==> src/rtl/reg_writeback_pkg.sv <==
// Shared register-file widths and writeback defaults.
// Imported by reg_wb_fifo and reg_writeback.
package reg_writeback_pkg;

  localparam int REG_ID_W             = 5;
  localparam int REG_DATA_W           = 32;
  localparam int REG_ZERO_ID          = 0;
  localparam int REG_WB_DEFAULT_DEPTH = 4;

  // Occupancy counter width: must be able to hold DEPTH itself.
  function automatic int wb_cnt_w(input int depth);
    return $clog2(depth) + 1;
  endfunction

endpackage

==> src/rtl/reg_writeback_fifo.sv <==
// In-order writeback FIFO: dual push (a older than b), single pop, occupancy
// count and per-entry id compare. Optional REG_WB_FORWARD_EN adds youngest-match data.
module reg_wb_fifo
  import reg_writeback_pkg::*;
#(
  parameter int DEPTH  = REG_WB_DEFAULT_DEPTH,
  parameter int DATA_W = REG_DATA_W,
  parameter int ID_W   = REG_ID_W
) (
  input  logic                    clk,
  input  logic                    rst,
  input  logic                    push_a,
  input  logic [ID_W-1:0]         push_a_id,
  input  logic [DATA_W-1:0]       push_a_data,
  input  logic                    push_b,
  input  logic [ID_W-1:0]         push_b_id,
  input  logic [DATA_W-1:0]       push_b_data,
  output logic                    pop,
  output logic [ID_W-1:0]         head_id,
  output logic [DATA_W-1:0]       head_data,
  output logic [$clog2(DEPTH):0]  count,
  input  logic [ID_W-1:0]         query_id,
`ifdef REG_WB_FORWARD_EN
  output logic [DATA_W-1:0]       fwd_data,
`endif
  output logic [DEPTH-1:0]        match_age
);

  localparam int PTR_W = $clog2(DEPTH);
  localparam int CNT_W = wb_cnt_w(DEPTH);

  logic [ID_W-1:0]   ids   [DEPTH];
  logic [DATA_W-1:0] datas [DEPTH];
  logic [PTR_W-1:0]  wr_ptr, rd_ptr, wr_ptr_b, slot;

  assign pop       = (count != '0);
  assign head_id   = ids[rd_ptr];
  assign head_data = datas[rd_ptr];
  assign wr_ptr_b  = push_a ? wr_ptr + PTR_W'(1) : wr_ptr;

  always_ff @(posedge clk or posedge rst) begin
    if (rst) begin
      wr_ptr <= '0;
      rd_ptr <= '0;
      count  <= '0;
    end else begin
      wr_ptr <= wr_ptr + PTR_W'(push_a) + PTR_W'(push_b);
      if (pop)
        rd_ptr <= rd_ptr + PTR_W'(1);
      count <= count + CNT_W'(push_a) + CNT_W'(push_b) - CNT_W'(pop);
    end
  end

  // Storage needs no reset: validity comes from rd_ptr/count alone.
  always_ff @(posedge clk) begin
    if (push_a) begin
      ids[wr_ptr]   <= push_a_id;
      datas[wr_ptr] <= push_a_data;
    end
    if (push_b) begin
      ids[wr_ptr_b]   <= push_b_id;
      datas[wr_ptr_b] <= push_b_data;
    end
  end

  // Walk oldest to youngest so the last match seen is the youngest one.
  always_comb begin
    match_age = '0;
    slot      = rd_ptr;
`ifdef REG_WB_FORWARD_EN
    fwd_data  = '0;
`endif
    for (int k = 0; k < DEPTH; k++) begin
      slot = rd_ptr + PTR_W'(k);
      if ((CNT_W'(k) < count) && (ids[slot] == query_id)) begin
        match_age[k] = 1'b1;
`ifdef REG_WB_FORWARD_EN
        fwd_data = datas[slot];
`endif
      end
    end
  end

endmodule

==> src/rtl/reg_writeback.sv <==
// Register-file write client: merges ALU and load results into an in-order FIFO
// and drives one registered write per clock. REG_WB_FORWARD_EN adds query data forwarding.
module reg_writeback
  import reg_writeback_pkg::*;
#(
  parameter int DEPTH  = REG_WB_DEFAULT_DEPTH,
  parameter int DATA_W = REG_DATA_W,
  parameter int ID_W   = REG_ID_W
) (
  input  logic                    reg_wb_clk,
  input  logic                    reg_wb_rst,
  input  logic                    reg_wb_alu_valid,
  output logic                    reg_wb_alu_ready,
  input  logic [ID_W-1:0]         reg_wb_alu_id,
  input  logic [DATA_W-1:0]       reg_wb_alu_data,
  input  logic                    reg_wb_mem_valid,
  output logic                    reg_wb_mem_ready,
  input  logic [ID_W-1:0]         reg_wb_mem_id,
  input  logic [DATA_W-1:0]       reg_wb_mem_data,
  output logic                    reg_wb_write_sig,
  output logic [ID_W-1:0]         reg_wb_write_id,
  output logic [DATA_W-1:0]       reg_wb_write_data,
  input  logic [ID_W-1:0]         reg_wb_query_id,
  output logic                    reg_wb_query_pending,
`ifdef REG_WB_FORWARD_EN
  output logic                    reg_wb_query_hit,
  output logic [DATA_W-1:0]       reg_wb_query_data,
`endif
  output logic [$clog2(DEPTH):0]  reg_wb_count
);

  localparam int CNT_W = wb_cnt_w(DEPTH);
  localparam logic [ID_W-1:0] ZERO_ID = ID_W'(REG_ZERO_ID);

  logic [CNT_W-1:0]  free_slots;
  logic              push_a, push_b, pop;
  logic [ID_W-1:0]   head_id;
  logic [DATA_W-1:0] head_data;
  logic [DEPTH-1:0]  match_age;
  logic              out_match, query_valid;
`ifdef REG_WB_FORWARD_EN
  logic [DATA_W-1:0] fifo_fwd_data;
`endif

  // Free space is taken from the pre-edge count, so a slot popped this edge is not reused.
  assign free_slots       = CNT_W'(DEPTH) - reg_wb_count;
  assign reg_wb_alu_ready = (free_slots >= CNT_W'(1));
  assign reg_wb_mem_ready = reg_wb_alu_valid ? (free_slots >= CNT_W'(2))
                                             : (free_slots >= CNT_W'(1));

  // Writes to register 0 are accepted but silently dropped.
  assign push_a = reg_wb_alu_valid && reg_wb_alu_ready && (reg_wb_alu_id != ZERO_ID);
  assign push_b = reg_wb_mem_valid && reg_wb_mem_ready && (reg_wb_mem_id != ZERO_ID);

  reg_wb_fifo #(
    .DEPTH  (DEPTH),
    .DATA_W (DATA_W),
    .ID_W   (ID_W)
  ) u_fifo (
    .clk         (reg_wb_clk),
    .rst         (reg_wb_rst),
    .push_a      (push_a),
    .push_a_id   (reg_wb_alu_id),
    .push_a_data (reg_wb_alu_data),
    .push_b      (push_b),
    .push_b_id   (reg_wb_mem_id),
    .push_b_data (reg_wb_mem_data),
    .pop         (pop),
    .head_id     (head_id),
    .head_data   (head_data),
    .count       (reg_wb_count),
    .query_id    (reg_wb_query_id),
`ifdef REG_WB_FORWARD_EN
    .fwd_data    (fifo_fwd_data),
`endif
    .match_age   (match_age)
  );

  always_ff @(posedge reg_wb_clk or posedge reg_wb_rst) begin
    if (reg_wb_rst) begin
      reg_wb_write_sig  <= 1'b0;
      reg_wb_write_id   <= '0;
      reg_wb_write_data <= '0;
    end else begin
      reg_wb_write_sig <= pop;
      if (pop) begin
        reg_wb_write_id   <= head_id;
        reg_wb_write_data <= head_data;
      end
    end
  end

  assign query_valid          = (reg_wb_query_id != ZERO_ID);
  assign out_match            = reg_wb_write_sig && (reg_wb_write_id == reg_wb_query_id);
  assign reg_wb_query_pending = query_valid && ((|match_age) || out_match);

`ifdef REG_WB_FORWARD_EN
  // Queued entries are younger than the write in flight, so they take priority.
  assign reg_wb_query_hit  = reg_wb_query_pending;
  assign reg_wb_query_data = !query_valid  ? '0 :
                             (|match_age)  ? fifo_fwd_data :
                             out_match     ? reg_wb_write_data : '0;
`endif

endmodule
==> config.mk <==
export PLATFORM = sky130hd
export DESIGN_NAME = reg_writeback
export DESIGN_NICKNAME = d
export VERILOG_FILES = /design/src/rtl/reg_writeback_pkg.sv /design/src/rtl/reg_writeback_fifo.sv /design/src/rtl/reg_writeback.sv
export SDC_FILE = /design/constraint.sdc
export NUM_CORES = 1
export LEC_CHECK = 0
export CAP_MARGIN = 20
export CELL_PAD_IN_SITES_DETAIL_PLACEMENT = 0
export CELL_PAD_IN_SITES_GLOBAL_PLACEMENT = 1
export CORE_ASPECT_RATIO = 1.4
export CORE_MARGIN = 2
export CORE_UTILIZATION = 42
export CTS_CLUSTER_SIZE = 12
export DETAILED_ROUTE_END_ITERATION = 8
export GPL_TIMING_DRIVEN = 0
export PLACE_DENSITY = 0.78
export SLEW_MARGIN = 0
export SYNTH_ARGS = -nofsm -noshare
export SYNTH_HDL_FRONTEND = slang
export SYNTH_SLANG_ARGS = --single-unit
==> constraint.sdc <==
create_clock -name reg_wb_clk -period 3.7 [get_ports reg_wb_clk]
set_clock_uncertainty 0.05 [all_clocks]
set_input_delay 0.74 -clock reg_wb_clk [delete_from_list [all_inputs] [get_ports reg_wb_clk]]
set_output_delay 0.74 -clock reg_wb_clk [all_outputs]
set_load 0.05 [all_outputs]
* Word level (Yosys, flattened, before mapping)
Memory sizes are Yosys's and may differ from the RTL's. A register that Yosys moved wholly into a read port is not among the register bits. Index checks and enable logic that the tools add are counted.
Storage, ports and cells: output and inout port bits 44, register bits 13, memories 2, RAM bits 148, bits of input ports 83
Operators by class: reductions and logical operators 16, $add $sub $neg 10, equality and inequality tests 5, multiplexer cells 10, order comparisons 6
Memory list:
- u_fifo.datas | words 4, width 32, rd ports 1, clocked after Yosys merged registers in 1, write ports 2, line reg_writeback_fifo.sv:33 | logic [DATA_W-1:0] datas [DEPTH];
- u_fifo.ids | words 4, width 5, rd ports 4, clocked after Yosys merged registers in 0, write ports 2, line reg_writeback_fifo.sv:32 | logic [ID_W-1:0] ids [DEPTH];
Operators with widths (count):
- 5-bit equality test | 5
- 5-bit nonzero test | 3
- 1-bit logical AND | 10
- 1-bit two-way mux | 9
- 3-bit by 1-bit adder with 3-bit output | 2
- 1-bit by 3-bit < comparator with 1-bit output (first input constant) | 2
- 2-bit by 3-bit < comparator with 1-bit output (first input constant) | 2
- 2-bit by 1-bit adder with 2-bit output | 2
- 2-bit by 1-bit adder with 2-bit output (second input constant) | 2
- 2-bit adder (second input constant) | 2
- 4-bit OR reduction | 1
- 3-bit by 1-bit greater-or-equal comparator with 1-bit output (second input constant) | 1
- 3-bit by 2-bit greater-or-equal comparator with 1-bit output (second input constant) | 1
- 3-bit nonzero test | 1
- 3-bit by 1-bit subtractor with 3-bit output | 1
- 3-bit subtractor (first input constant) | 1
- 2-bit two-way mux | 1
- 1-bit logical OR | 1

* Depth between registers and ports, before layout
Gate-level depths: netlist (run 1). An unclocked memory read counts as a cell.
depth after elaboration 8, mapped depth 12, depth with buffers taken out 12

* Cells and area by module
Synthesis (run 1) repeated with hierarchy kept, for this count alone.
Second synthesis, totals: cell total of the unflattened synthesis 568, area, all modules 9803.2 um^2
By module, submodules not included:
- reg_wb_fifo | area an instance 8207.9 um^2, cells an instance 459, instances 1
- reg_writeback | area an instance 1595.3 um^2, cells an instance 109, instances 1

* Least setup slack after synthesis (run 1)
OpenSTA, ideal clock, no wires.
path kind register to register, from register u_fifo.count[0], to memory u_fifo.datas[3][0] in the netlist's numbering, enable pin, data arrival time 3.862 ns, path slack -0.607 ns, required time 3.255 ns, buffers on the path 3, stages on the path, launching flop included 12, library setup time 0.395 ns, cells stage by stage dfrtp_1 inv_1 ha_1 ha_1 or4b_1 o311a_1 buf_6 o31ai_2 nand2_1 buf_6 buf_6 nand2_1
RTL lines:
- start, declared | line reg_writeback_fifo.sv:21 | output logic [$clog2(DEPTH):0] count,
- start signal, assigned | line reg_writeback_fifo.sv:50 | count <= count + CNT_W'(push_a) + CNT_W'(push_b) - CNT_W'(pop);
- end, declared | line reg_writeback_fifo.sv:33

* Final worst setup path (run 1)
from register u_fifo.count[0], to output port reg_wb_alu_ready
Between the ends: word-level cells in the longest chain between the ends 2
Ends and longest elaborated chain:
- 3-bit subtractor | line reg_writeback.sv:46 | assign free_slots = CNT_W'(DEPTH) - reg_wb_count;
- 3-bit by 1-bit greater-or-equal comparator with 1-bit output | line reg_writeback.sv:47 | assign reg_wb_alu_ready = (free_slots >= CNT_W'(1));
- end, declared | line reg_writeback.sv:13 | output logic reg_wb_alu_ready,
Every way passes these cells.

==> run summary, run 1 <==
Worst-path cell chain: inv_1 > ha_1 > ha_1 > or4b_1 > clkdlybuf4s50_1
Hold Path Class: reg -> reg
CP endpoint kind: primary output
Initial DRT Pass Iterations: 4
Final setup violation count: 0
Initial antenna violation count: 0
Via Count: 5992
Core area: 23200 sq um
Syn Nets: 753
Area after DPL: 11580 sq um
Global-route wire length before repair: 37.70 mm
Ys async rst share: 23.32%
CP Launch Type: register
Arrival time at the worst endpoint: 2.76 ns
Switch Pwr: 0.004539 W
Critical Path RT: 2.91 ns
RePlAce Congestion: 0.8564
FF+latch count, synth: 193
Post-placement setup slack: -0.3328 ns
Final Slew Violations: 0
Clk Latency, worst-skew pair: 0.44 ns
Num CTS Buffers: 17
Cell area after synthesis: 9936 sq um
Slowest cell delay on critical path: 0.74 ns
Dpl hpwl: 16.76 mm
Number of remaining DRC errors: 0
Met3 WL: 977 um
Period minus WS final: 3.546 ns
Share of layout cells above drive strength 1: 26.30%
Fin area: 12190 sq um
Antenna-violating nets left: 0
Worst slew pin tran: 0.8435 ns
Slew Limit Headroom: 43.77%
Final #Nets: 894
RSZ-0062 raised after global routing: false
Fin. Hold Viols: 0
Sequential area share after synthesis: 56.06%
Tcrit/Tclk final: 95.83%
Worst vdd ir: 0.4715 mV
Mean post-synth cell area: 15.15 sq um
Ports: 127
Clock tree buffer depth: 2
CTS root buffer: clkbuf_16
Synth cell types: 39
Critical path depth: 5
Crit path max fanout: 6
WS Path Type: reg -> out
Predominant post-synthesis flop cell: edfxtp_1
Gr ovfl total: 0
Worst setup margin: 0.1544 ns
Top Layer Used: met4
Fmax: 282.0 MHz
Initial Util: 42.82%
Total wire length: 24.72 mm
Clock power share: 15.5%
WL met2: 14.20 mm
Hold WS: 0.4188 ns
DR WL/cell: 22.15 um
Internal: 0.006839 W
Cell Count, Final, Fillers Out: 1116
M1 wire length: 9.116 mm
H-Tree Depth: 4
Reg2reg path depth: 11
Synth Warn #: 0
Max cap viols: 0
Sequential Power Share: 35.0%
PortBufs: 121
Mapped Cells: 656
Combinational share of power: 49.5%
Family with the most delay on the worst path: buffers and inverters
Leakage power: 4.556 nW
Fin Setup TNS: 0 ns
Clk pin slew, worst setup/hold paths: 0.07 ns
Initial DRC count: 456
Total track usage: 20.64%
Die area: 24920 sq um
Layout area overhead: 22.67%
Vias in the first global route: 6573
Antenna Cells: 0
# rows: 66
Bufs and invs on worst path: 2
Chip width: 134.0 um
CTS tree: done
DP Cell Count: 1084
Switching Fraction: 39.89%
Largest net degree at the start of global routing: 38
Worst path most repeated cell: ha_1
Pwr Density: 933.5 nW/um^2
CTS sink cnt: 193
Number of flops mapped to enable cells by yosys: 148
Worst path slowest cell: clkdlybuf4s50_1
Hold path cells: 2
Vias per inst: 5.369
Die H: 186.0 um
Status: finished, final reports clean
[worst register-to-register path, cell delays in order, from the launching register on]
cell	delay (ns)
dfrtp_2	0.44
inv_1	0.13
ha_1	0.22
ha_1	0.29
or4b_1	0.51
o311a_1	0.22
buf_6	0.18
nor3_2	0.10
o21ai_1	0.10
buf_4	0.22
buf_6	0.18
nand2_4	0.50
[metrics by stage]
step                      util (%)  total power [W]
after floorplan                  -         0.007880
after global placement       49.82         0.009557
after detailed placement     49.91         0.009695
after CTS                    52.40          0.01148
after global routing         52.52          0.01200
final                        52.52          0.01138
[flip-flops by register name, indices dropped and copies added, names as in the netlist]
name and count:
reg_wb_write_data 32, reg_wb_write_id 5, reg_wb_write_sig 1, u_fifo.count 3, u_fifo.datas 128, u_fifo.ids 20, u_fifo.rd_ptr 2, u_fifo.wr_ptr 2
[power by group through the flow]
stage          Clock [W]  Sequential (W)  Combinational, W
6_report         0.00176         0.00398           0.00564
3_3_place_gp           0         0.00396           0.00560
3_5_place_dp           0         0.00404           0.00566
2_1_floorplan          0         0.00468           0.00320
4_1_cts          0.00179         0.00400           0.00570
5_1_grt          0.00188         0.00407           0.00605
[repair_timing]
item,in CTS,in global routing
setup endpoints to repair,1,112
hold buffers,0,0
pin swaps,0,0
resized for setup,12,6
buffers inserted,0,0
[layout make-up]
cell class / instances / area [sq um]
Clock buffer: 19 / 442.9
Clock inverter: 13 / 115.1
Tap cell: 306 / 382.9
Buffer: 42 / 279.0
Sequential cell: 193 / 5572
Fill cell: 1923 / 11020
Multi-Input combinational cell: 411 / 4133
Inverter: 10 / 37.54
Timing Repair Buffer: 122 / 1226
[Yosys cell counts, drive strengths merged, types with 5 or more instances]
master / number / share of area (%)
mux4: 45 / 10
buf: 27 / 2.0
nor3: 5 / 0.40
inv: 10 / 0.38
edfxtp: 148 / 45
mux2i: 13 / 1.3
xnor2: 20 / 1.8
clkbuf: 15 / 0.57
xor2: 12 / 1.1
ha: 11 / 1.4
dfrtp: 45 / 11
mux2: 148 / 17
nand2: 121 / 4.6
[kinds of logic (layout without fill, tap and decap cells)]
group / count (synthesis) / in the layout / synth area share, %
muxes: 206 / 206 / 29.00
DFF: 193 / 193 / 56.06
and+or+nand+nor: 145 / 145 / 6.183
buffers and inverters: 52 / 206 / 2.947
xor gates and xnor gates: 32 / 32 / 2.821
adders and majority gates: 14 / 14 / 1.990
AOI/OAI and AO/OA: 14 / 14 / 0.9948
[per-layer routing]
metal	global-route usage (%)	up-vias
met5	0	-
met1	22.50	3075
met4	7.574	0
li1	-	2736
met3	3.731	33
met2	39.61	148
[worst paths after layout]
kind	from	end	slack, ns
max in group asynchronous	reg_wb_rst	u_fifo.count[0]	2.51
worst max register to register	u_fifo.count[0]	u_fifo.datas[0][21]	0.17
worst min-delay path	reg_wb_write_data[30]	reg_wb_write_data[30]	0.42
worst min register to register	reg_wb_write_data[30]	reg_wb_write_data[30]	0.42
min in group asynchronous	reg_wb_rst	reg_wb_write_data[0]	0.54
worst max-delay path	u_fifo.count[0]	reg_wb_alu_ready	0.15
[cell usage in the layout, fill, tap and decap left out, types with 3 or more instances in the layout]
cell,Yosys,final
buf_2,12,8
o21ai_1,3,3
ha_1,11,11
mux2_1,50,50
clkbuf_16,0,17
clkbuf_1,15,15
clkinv_2,0,5
nand2_1,121,117
mux2_2,79,79
edfxtp_1,148,148
xnor2_1,20,20
a21oi_1,3,3
clkinv_4,0,6
nand4_1,3,3
buf_6,10,10
dfrtp_1,45,44
xor2_1,12,12
inv_1,10,9
mux2i_1,13,12
clkdlybuf4s50_1,0,120
mux4_2,45,45
buf_4,2,6
or3_1,3,3
fa_1,3,3
nand2_8,0,3
nor3_2,3,3
mux2_4,19,19
Note: power is estimated with default switching activity, not from simulation.
==> inputs of run 2 (changes only) <==
--- a/config.mk
+++ b/config.mk
@@ -5,7 +5,7 @@
 export SDC_FILE = /design/constraint.sdc
 export NUM_CORES = 1
 export LEC_CHECK = 0
-export CAP_MARGIN = 20
+export CAP_MARGIN = 25
 export CELL_PAD_IN_SITES_DETAIL_PLACEMENT = 0
 export CELL_PAD_IN_SITES_GLOBAL_PLACEMENT = 1
 export CORE_ASPECT_RATIO = 1.4
==> results of run 2 <==
Same layout as run 1: the final DEF is identical, and so are final timing and power.
